`config.mk`:
```
export PLATFORM = sky130hd
export DESIGN_NAME = hdbn_decoder
export DESIGN_NICKNAME = d
export VERILOG_FILES = /design/src/rtl/hdbn_decoder.sv
export SDC_FILE = /design/constraint.sdc
export NUM_CORES = 1
export LEC_CHECK = 0
export CAP_MARGIN = 30
export CORE_MARGIN = 2
export CORE_UTILIZATION = 36
export CTS_BUF_LIST = sky130_fd_sc_hd__clkbuf_2
export CTS_CLUSTER_SIZE = 24
export DETAILED_ROUTE_END_ITERATION = 7
export MAX_ROUTING_LAYER = met4
export SKIP_CTS_REPAIR_TIMING = 1
export SLEW_MARGIN = 20
export SYNTH_ARGS = -nofsm -noshare
export SYNTH_HDL_FRONTEND = slang
export SYNTH_SLANG_ARGS = --single-unit
export TNS_END_PERCENT = 10
```
`constraint.sdc`:
```
create_clock -name clk -period 1.4 [get_ports clk]
set_input_delay 0.21 -clock clk [delete_from_list [all_inputs] [get_ports clk]]
set_output_delay 0.21 -clock clk [all_outputs]
set_load 0.03 [all_outputs]
```
`src/rtl/hdbn_decoder.sv`:
```
// HDBn dual-rail line decoder: V detection, substitution removal, NRZ recovery, error flags.
// Define HDBN_ERR_CNT_EN to build the saturating error counter behind err_cnt/err_clr.
module hdbn_decoder #(
  parameter int N_ZERO    = 3,
  parameter int ERR_CNT_W = 16
) (
  input  logic                 clk,
  input  logic                 rst_n,
  input  logic                 sym_en,
  input  logic                 P,
  input  logic                 N,
  input  logic                 err_clr,
  output logic                 dout,
  output logic                 dout_vld,
  output logic                 v_det,
  output logic                 rail_err,
  output logic                 sub_err,
  output logic                 zero_err,
  output logic [ERR_CNT_W-1:0] err_cnt
);
  localparam int L      = N_ZERO + 1;
  localparam int FILL_W = $clog2(L + 1);
  localparam int ZR_W   = $clog2(N_ZERO + 2);
  localparam logic [FILL_W-1:0] FILL_FULL = FILL_W'(L);
  localparam logic [ZR_W-1:0]   ZR_LIM    = ZR_W'(N_ZERO);
  localparam logic [ZR_W-1:0]   ZR_SAT    = ZR_W'(N_ZERO + 1);

  typedef enum logic [1:0] {POL_NONE = 2'd0, POL_POS = 2'd1, POL_NEG = 2'd2} pol_e;

  // A V is legal when the preceding L-1 slots hold no mark, or only a B in the oldest slot.
  function automatic logic sub_legal(input logic [L-2:0] marks);
    logic [L-2:0] b_only;
    b_only      = '0;
    b_only[L-2] = 1'b1;
    return (marks == '0) || (marks == b_only);
  endfunction

  // Decoded bit and mark flag are always equal (V, zero and rail symbols enter as 0),
  // so one vector serves as both; bit 0 is the youngest entry.
  logic [L-1:0]      line_r, line_s;
  pol_e              last_pol_r, last_pol_s;
  logic [ZR_W-1:0]   zero_run_r, zero_run_s;
  logic [FILL_W-1:0] fill_r, fill_s;
  logic              mark_s, rail_s, v_s, filled_s;
  logic              dout_r, dout_vld_r, v_det_r, rail_err_r, sub_err_r, zero_err_r;
  logic              dout_s, dout_vld_s, v_det_s, rail_err_s, sub_err_s, zero_err_s;

  // Symbol classification and polarity-violation detection
  always_comb begin
    rail_s   = P & N;
    mark_s   = P ^ N;
    filled_s = (fill_r == FILL_FULL);
    v_s      = 1'b0;
    if (mark_s) begin
      case (last_pol_r)
        POL_POS: v_s = P;
        POL_NEG: v_s = ~P;
        default: v_s = 1'b0;
      endcase
    end else begin
      v_s = 1'b0;
    end
  end

  // Next state of the delay line, trackers and pulse outputs
  always_comb begin
    line_s     = line_r;
    last_pol_s = last_pol_r;
    zero_run_s = zero_run_r;
    fill_s     = fill_r;
    dout_s     = 1'b0;
    dout_vld_s = 1'b0;
    v_det_s    = 1'b0;
    rail_err_s = 1'b0;
    sub_err_s  = 1'b0;
    zero_err_s = 1'b0;
    if (sym_en) begin
      dout_vld_s = filled_s;
      dout_s     = filled_s & line_r[L-1];
      v_det_s    = v_s;
      rail_err_s = rail_s;
      sub_err_s  = v_s & ~sub_legal(line_r[L-2:0]);
      zero_err_s = ~mark_s & (zero_run_r == ZR_LIM);
      // Clearing the L-1 younger entries then shifting in the V's 0 empties the whole line.
      if (v_s) begin
        line_s = '0;
      end else begin
        line_s = {line_r[L-2:0], mark_s};
      end
      if (mark_s) begin
        last_pol_s = P ? POL_POS : POL_NEG;
        zero_run_s = '0;
      end else if (zero_run_r == ZR_SAT) begin
        zero_run_s = zero_run_r;
      end else begin
        zero_run_s = zero_run_r + ZR_W'(1);
      end
      if (filled_s) begin
        fill_s = fill_r;
      end else begin
        fill_s = fill_r + FILL_W'(1);
      end
    end else begin
      line_s = line_r;
    end
  end

  // State and registered outputs
  always_ff @(posedge clk or negedge rst_n) begin
    if (!rst_n) begin
      line_r     <= '0;
      last_pol_r <= POL_NONE;
      zero_run_r <= '0;
      fill_r     <= '0;
      dout_r     <= 1'b0;
      dout_vld_r <= 1'b0;
      v_det_r    <= 1'b0;
      rail_err_r <= 1'b0;
      sub_err_r  <= 1'b0;
      zero_err_r <= 1'b0;
    end else begin
      line_r     <= line_s;
      last_pol_r <= last_pol_s;
      zero_run_r <= zero_run_s;
      fill_r     <= fill_s;
      dout_r     <= dout_s;
      dout_vld_r <= dout_vld_s;
      v_det_r    <= v_det_s;
      rail_err_r <= rail_err_s;
      sub_err_r  <= sub_err_s;
      zero_err_r <= zero_err_s;
    end
  end

  assign dout     = dout_r;
  assign dout_vld = dout_vld_r;
  assign v_det    = v_det_r;
  assign rail_err = rail_err_r;
  assign sub_err  = sub_err_r;
  assign zero_err = zero_err_r;

`ifdef HDBN_ERR_CNT_EN
  logic [ERR_CNT_W-1:0] err_cnt_r;
  logic                 any_err_s;

  assign any_err_s = rail_err_s | sub_err_s | zero_err_s;

  // Saturating error counter; clear wins over a same-cycle increment
  always_ff @(posedge clk or negedge rst_n) begin
    if (!rst_n) begin
      err_cnt_r <= '0;
    end else if (err_clr) begin
      err_cnt_r <= '0;
    end else if (any_err_s && (err_cnt_r != '1)) begin
      err_cnt_r <= err_cnt_r + ERR_CNT_W'(1);
    end else begin
      err_cnt_r <= err_cnt_r;
    end
  end

  assign err_cnt = err_cnt_r;
`else
  logic unused_err_clr_s;

  assign unused_err_clr_s = err_clr;
  assign err_cnt          = '0;
`endif

endmodule

```
# --- Word level (Yosys, flattened, before mapping) ---
# Index checks and enable logic that the tools add are counted.
totals:
  regBits: 18
  out_inout_bits: 22
  input_bits: 6
  elab_cells: 45
classes:
  reduce_logical: 5
  bitwise_logic: 9
  n_eq_ne: 7
  n_addsub: 2
  mux: 12
ops:
  columns: ["cell", "n"]
  rows:
  - ["$eq A3 B3 Y1 const B", 3]
  - ["$mux W1", 7]
  - ["$add A3 B1 Y3 const B", 2]
  - ["$mux W3", 2]
  - ["$reduce_and A2 Y1", 3]
  - ["$and A1 B1 Y1", 4]
  - ["$mux W4", 1]
  - ["$not A1 Y1", 4]
  - ["$eq A3 B2 Y1 const B", 1]
  - ["$logic_not A3 Y1", 1]
  - ["$eq A2 B1 Y1 const B", 1]
  - ["$eq A2 B2 Y1 const B", 1]
  - ["$mux W2", 1]
  - ["$ne A2 B2 Y1 const B", 1]
  - ["$pmux W1 S2", 1]
  - ["$logic_or A1 B1 Y1", 1]
  - ["$xor A1 B1 Y1", 1]

# --- Longest topological paths before layout ---
# Gate-level depths: netlist of the first run.
logic_depth:
  word_depth: 5
  mapped_depth: 5
  mapped_depth_nobuf: 5

# --- Worst setup path before layout of the first run ---
# No wires, ideal clock.
synth_path:
  path_kind: "register -> register"
  from: "register zero_run_r[0]"
  to: "register zero_run_r[2]"
  path_stages_with_launch: 6
  setup_time_ns: 0.129
  arrival_ns: 1.098
  period_less_slack_ns: 1.227
  path_buffers: 0
  slack_ns: 0.173
  t_required_ns: 1.271
  cell_sequence: "dfrtp_1 ha_1 ha_1 inv_1 a21boi_0 o22ai_1"
synth_between:
  elab_chain_cells: 3
  elab_cells_between_ends: 6
  cone_classes: "1 x add/sub; 2 x eq/ne; 2 x mux; 1 x reduce/logical"
synth_lines:
  columns: ["item", "line", "rtl"]
  rows:
  - ["from (decl)", "42", "logic [ZR_W-1:0] zero_run_r, zero_run_s;"]
  - ["from (signal assigned)", "124", "zero_run_r <= zero_run_s;"]
  - ["$add A3 B1 Y3 or $eq A3 B3 Y1 (tied branches)", "96, 93", null]
  - ["$mux W3 or $ne A2 B2 Y1 (tied branches)", null, null]
  - ["$mux W3 or $reduce_and A2 Y1 (tied branches)", null, null]
# Several ways; a longest one is shown, not always the timed one. The select of a mux whose other input is x is not followed.
# A chain may end at the register's enable or synchronous reset.

# --- Worst setup path in the final report of the first run ---
# Ends and elaborated chain as after synthesis.

==> summary.txt, run 1 <==
Outcome
  – Run status: finished clean

Logic synthesis
  – Mapped Cells: a little under 90
  – Average size of a mapped cell: 10.7 um^2
  – Register area share after synthesis: 0.483
  – FFs w/ async S/R, synth: 1.00
  – Flops & latches, synth: 18
  – EDFF count, synth: 0
  – Synth top cells by count: dfrtp_1, buf_4, inv_1
  – Post-synth top flop: dfrtp_1
  – Mapped Area: roughly 930 um^2
  – Synth warn: 0
  – Post-synth top area cell: dfrtp_1
  – Synth top area share: 0.483
  – Synth area leaders: dfrtp_1, buf_4, ha_1
  – Unique cell type count in the Yosys netlist: 23
  – Most frequent cell after synthesis: dfrtp_1

Floorplanning
  – Die height: between 50 and 60 um
  – Row count: 18
  – Initial Util: 0.377
  – I/O pin count: 28
  – Die footprint: roughly 3000 um^2
  – Core area: about 2500 um^2
  – DIE WIDTH: around 55 um

Place
  – DP Wirelength: approximately 1100 um
  – Number of port buffers: 10
  – Post-DP Area: about 1000 um^2
  – GP Congestion: roughly 0.71

Global route
  – Global Route Usage Sum: 0.110
  – Vias in the first global route: between 400 and 500
  – Initial antenna violation count: 0
  – Global route overflow: 0
  – Largest net degree at the start of global routing: 19
  – First-pass GRT wire length: 2140 um

Timing
  – Final period util: 0.927
  – Slew Limit Fails: 0
  – Fmax: approximately 770 MHz
  – Unrepaired setup endpoints after global routing: no
  – Final setup violation count: 0
  – Fin crit period: 1.30 ns
  – Final Hold Violating Endpoints: 0
  – Setup Skew: about 0.0084 ns

Power and ir drop
  – Seq pwr share: 0.493
  – Sw Share: 0.365
  – Peak supply drop: ~540 uV
  – Leak Pwr: between 0.6 and 0.7 nW
  – PwrDens: about 1400 nW/um^2
  – Clk pwr share: 0.145
  – Gate power share: 0.362
  – Int Pwr: between 0.9 and 1 mW
  – Net Sw Power: around 0.55 mW

Routing
  – TritonRoute pass-1 iters: 1
  – Vias per cell: approximately 4.3
  – Drt total wl: 1400 um
  – DRT antenna net count: 0
  – Via count: around 580
  – DRC Markers: 0
  – Wire per inst: 10.4 um
  – DRT iter0 DRCs: 0

Finish
  – Share of layout cells above drive strength 1: 0.124
  – Nets@finish: 118
  – Fin area: roughly 1100 um^2
  – Layout area overhead: 16.1%
  – Diode count: 0
  – Final Util: 0.437

Worst setup path
  – CP Capture Type: flip-flop
  – R2R depth: 5
  – Critical Path Source Type: flip-flop
  – Crit Path Category: reg -> reg
  – Worst Path Required: approximately 1.6 ns
  – Crit Path Max Fanout: 4
  – Crit path DAT: between 1 and 1.5 ns

Clock network
  – Insertion delay to the later sink of the worst-skew pair: a little under 0.3 ns
  – CTS root buf: clkbuf_2
  – TritonCTS Buffers: 3
  – CTS tree: yes
  – Register clock-pin slew on the reported worst setup and hold paths: roughly 0.17 ns
  – Clock buffer depth: 2
  – Clk sinks: 18
  – CTS H-tree lvls: 1

Flow run
  – Maximum capacitance violations: 0

Min path
  – Tightest Hold Check Type: in -> async
==> sequential cells by signal, summed over array words and instances, names as in the netlist <==
name        cells
fill_r          3
rail_err        1
last_pol_r      2
zero_run_r      3
sub_err         1
zero_err        1
v_det           1
dout            1
dout_vld        1
line_r          4
==> path summary, 6_finish.rpt <==
kind | end | from | slack (ns)
min in group clk | dout$_DFF_PN0_ | line_r[3]$_DFFE_PN0P_ | 0.52
worst min register to register | dout$_DFF_PN0_ | line_r[3]$_DFFE_PN0P_ | 0.52
max in group asynchronous | last_pol_r[1]$_DFFE_PN0P_ | rst_n | 0.99
worst max register to register | zero_run_r[2]$_DFFE_PN0P_ | zero_run_r[0]$_DFFE_PN0P_ | 0.10
worst max-delay path | zero_run_r[2]$_DFFE_PN0P_ | zero_run_r[0]$_DFFE_PN0P_ | 0.10
worst min-delay path | fill_r[1]$_DFFE_PN0P_ | rst_n | 0.21
==> layout make-up <==
type                            instances  area (um^2)
Clock inverter                          1         3.75
Clock buffer                            3         15.0
Timing Repair Buffer                   17          168
Sequential cell                        18          450
Multi-Input combinational cell         59          383
Inverter                                7         26.3
Tap cell                               30         37.5
Fill cell                             261         1390
==> stage by stage <==
| step | power [mW] | TNS [ns] | setup WS [ns] | hold slack, ns | std cells |
|---|---|---|---|---|---|
| 2_1_floorplan | 1.17 | 0 | 0.173 | -0.0856 | 102 |
| 3_3_place_gp | 1.27 | -0.865 | -0.175 | 0.483 | 131 |
| 3_5_place_dp | 1.30 | -1.08 | -0.218 | 0.491 | 131 |
| 4_1_cts | 1.52 | -0.885 | -0.168 | 0.210 | 135 |
| 5_1_grt | 1.64 | 0 | 0.0315 | 0.208 | 135 |
| 6_report | 1.49 | 0 | 0.103 | 0.214 | 135 |
==> per-layer routing <==
| layer | GRT usage | routed length, um |
|---|---|---|
| met1 | 0.118 | 567 |
| met2 | 0.175 | 734 |
| met3 | 0.0242 | 67 |
| met4 | 0.0854 | 27 |
| met5 | - | 0 |
==> critical path: stages, from the launching register on <==
cell	delay [ns]
dfrtp_1	0.44
ha_1	0.21
ha_1	0.27
inv_1	0.03
a21boi_0	0.15
o22ai_1	0.10
==> kinds of logic after synthesis <==
logic type,count (synthesis),share of synthesized area
adders and majority gates,6,0.0804
DFF,18,0.483
buffers and inverters,25,0.168
other,1,0.00402
xor gates and xnor gates,1,0.00939
AOI/OAI and AO/OA,14,0.105
muxes,5,0.0550
and+or+nand+nor,17,0.0965
==> power by group through the flow <==
stage               registers, mW  logic [mW]  clock network (mW)
floorplan                   0.757       0.411                   0
global placement            0.740       0.526                   0
detailed placement          0.748       0.555                   0
CTS                         0.738       0.553               0.228
global route                0.758       0.625               0.254
finish                      0.736       0.541               0.216
==> cells in the final DEF (no fill, tap or decap), types with 3 or more instances in the layout <==
| cell | synthesis | layout |
|---|---|---|
| dlymetal6s2s_1 | 0 | 6 |
| buf_4 | 16 | 7 |
| o22ai_1 | 4 | 4 |
| nor2_1 | 4 | 4 |
| conb_1 | 1 | 16 |
| ha_1 | 6 | 6 |
| dfrtp_1 | 18 | 18 |
| a31oi_1 | 3 | 3 |
| nand2_1 | 5 | 5 |
| inv_1 | 7 | 7 |
| clkbuf_2 | 0 | 3 |
| clkdlybuf4s50_1 | 0 | 4 |
| mux2i_1 | 4 | 4 |
(Power assumes the default switching activity.)
==> run 2, diff against run 1 <==
--- a/config.mk
+++ b/config.mk
@@ -12,6 +12,7 @@
 export CTS_CLUSTER_SIZE = 24
 export DETAILED_ROUTE_END_ITERATION = 7
 export MAX_ROUTING_LAYER = met4
+export PLACE_DENSITY = 0.64
 export SKIP_CTS_REPAIR_TIMING = 1
 export SLEW_MARGIN = 20
 export SYNTH_ARGS = -nofsm -noshare
==> run 2 against run 1 <==
Against the previous run: worst hold slack improved by 0.023 ns; utilization increased by 0.15 points; global-route usage increased by 0.31 points; cell count unchanged; clock power decreased by 7%; combinational power increased by 0.9%; register-to-register slack improved by 0.02 ns; maximum frequency increased by 1.2%; critical path depth unchanged; largest cell class unchanged; largest power group unchanged.
==> summary.txt, run 2 (same netlist as run 1, synthesis figures left out) <==
Outcome
  – Run status: finished clean

Worst setup path
  – CP Capture Type: flip-flop
  – Worst Path Required: 1.58 ns (about the same)
  – Max stage delay on crit path: 0.43 ns (about the same)
  – Critical path cell sequence: ha_1 -> ha_1 -> inv_1 -> a21boi_0 -> o22ai_1
  – Crit Path Category: reg -> reg
  – CP dominant cell by count: ha_1
  – Crit Path Max Fanout: 4 (unchanged)
  – Critical path's slowest cell: dfrtp_1
  – Critical Path Source Type: flip-flop
  – Crit path DAT: 1.46 ns (-0.03 ns)

Power and ir drop
  – Peak supply drop: 703 uV (+30%)
  – Seq pwr share: 0.497 (+0.004)
  – Gate power share: 0.369 (+0.007)
  – Leak Pwr: 0.656 nW (+0.50%)
  – PwrDens: 1360 nW/um^2 (-1.2%)
  – Tot Pwr: 1.48 mW (-0.81%)
  – Clk pwr share: 0.135 (-0.010)
  – Sw Share: 0.361 (-0.00485)
  – Int Pwr: 0.948 mW (about the same)
  – Net Sw Power: 0.534 mW (-2.1%)

Finish
  – Top Registers: line_r (4), fill_r (3), zero_run_r (3)
  – Fillers: 243 (-6.9%)
  – Nets@finish: 119 (+0.85%)
  – Commonest non-fill, non-tap cell in the layout: dfrtp_1
  – Multi-input gate area: 383 um^2 (unchanged)
  – Share of layout cells above drive strength 1: 0.133 (+0.00952)
  – Layout area overhead: 16.5%
  – Most frequent cells in the layout: dfrtp_1, conb_1, buf_4
  – Reg with most FFs: line_r
  – Max FFs per register: 4 (unchanged)
  – Register area: 450 um^2 (unchanged)
  – Diode count: 0 (unchanged)
  – Fin area: 1090 um^2 (+0.35%)

Floorplanning
  – DIE WIDTH: 54.9 um (unchanged)
  – Die height: 54.9 um (unchanged)
  – I/O pin count: 28 (unchanged)
  – Core area: 2480 um^2 (unchanged)
  – Initial Util: 0.377 (unchanged)
  – Row count: 18 (unchanged)
  – Die footprint: 3020 um^2 (unchanged)

Global route
  – Vias in the first global route: 559 (+12%)
  – Global route overflow: 0 (unchanged)
  – Global Route Usage Sum: 0.113 (+0.00312)
  – Largest net degree at the start of global routing: 19 (unchanged)
  – Initial antenna violation count: 0 (unchanged)
  – First-pass GRT wire length: 2280 um (+6.5%)

Routing
  – DRT antenna net count: 0 (unchanged)
  – Wire per inst: 10.4 um (+0.29%)
  – Drt total wl: 1400 um (+0.29%)
  – Via count: 576 (-1.0%)
  – TritonRoute pass-1 iters: 3 (+2)
  – DRC Markers: 0 (unchanged)
  – DRT iter0 DRCs: 7 (+7)
  – Vias per cell: 4.27 (-1.0%)

Clock network
  – TritonCTS Buffers: 3 (unchanged)
  – Clock buffer depth: 2 (unchanged)
  – Clk sinks: 18 (unchanged)
  – Insertion delay to the later sink of the worst-skew pair: 0.28 ns (about the same)
  – CTS root buf: clkbuf_2
  – Register clock-pin slew on the reported worst setup and hold paths: 0.15 ns (-0.02 ns)
  – CTS H-tree lvls: 1 (unchanged)
  – CTS tree: yes

Timing
  – Final Hold Violating Endpoints: 0 (unchanged)
  – Setup ws final: 0.118 ns (+0.0153 ns)
  – Final setup violation count: 0 (unchanged)
  – Fin crit period: 1.28 ns (-0.0153 ns)
  – Fmax: 780 MHz (+1.2%)
  – Unrepaired setup endpoints after global routing: no
  – Setup Skew: 0.00507 ns (-0.00337 ns)
  – Slew Limit Fails: 0 (unchanged)
  – Final period util: 0.916 (-0.0109)

Place
  – Post-DP Area: 1060 um^2 (+0.71%)
  – Number of port buffers: 10 (unchanged)
  – DP Worst Slack: -0.180 ns (+0.0372 ns)
  – GP Congestion: 0.718 (+1.3%)
  – DP Wirelength: 1060 um (-3.6%)

Flow run
  – Maximum capacitance violations: 0 (unchanged)

Min path
  – Tightest Hold Check Type: in -> async
[run 2: power by group through the flow]
stage | logic, mW | registers, mW | clock network, mW
floorplan | 0.411 | 0.757 | 0
global placement | 0.525 | 0.740 | 0
CTS | 0.553 | 0.736 | 0.212
finish | 0.546 | 0.736 | 0.200
detailed placement | 0.549 | 0.749 | 0
global route | 0.629 | 0.755 | 0.235
[run 2: critical path: cells and delay by family, from the launching register on]
| kind | cells | cell delay, ns |
|---|---|---|
| buffers and inverters | 1 | 0.03 |
| DFF | 1 | 0.43 |
| AOI/OAI and AO/OA | 2 | 0.25 |
| adders and majority gates | 2 | 0.47 |
[run 2: routing by layer]
| layer | share of wire | up-vias | track usage |
|---|---|---|---|
| met5 | 0 | - | - |
| met4 | 0.014 | 0 | 0.0732 |
| met3 | 0.041 | 2 | 0.0242 |
| met2 | 0.50 | 11 | 0.181 |
| met1 | 0.44 | 271 | 0.128 |
| li1 | - | 292 | - |
[run 2: path summary, 6_finish.rpt]
kind                                                 from                         to  slack [ns]  cells past startpoint
worst min-delay path                                rst_n      fill_r[2]$_DFFE_PN0P_        0.24                      2
worst min register to register      line_r[3]$_DFFE_PN0P_             dout$_DFF_PN0_        0.52                      1
max in group asynchronous                           rst_n  last_pol_r[1]$_DFFE_PN0P_        0.97                      2
worst max register to register  zero_run_r[0]$_DFFE_PN0P_  zero_run_r[2]$_DFFE_PN0P_        0.12                      5
min in group clk                    line_r[3]$_DFFE_PN0P_             dout$_DFF_PN0_        0.52                      1
worst max-delay path            zero_run_r[0]$_DFFE_PN0P_  zero_run_r[2]$_DFFE_PN0P_        0.12                      5
[run 2: stage by stage]
stage          hold WS, ns  cells  TNS, ns   util
6_report             0.237    135        0  0.439
5_1_grt              0.240    135        0  0.439
4_1_cts              0.234    135   -0.733  0.433
3_5_place_dp         0.485    132    -1.01  0.427
3_3_place_gp         0.477    132   -0.918  0.427
2_1_floorplan      -0.0856    102        0      -
[run 2: cell type report]
type	instances	share of cell area
Tap cell	30	0.0345
Inverter	7	0.0242
Sequential cell	18	0.414
Multi-Input combinational cell	59	0.352
Clock buffer	3	0.0138
Timing Repair Buffer	18	0.161
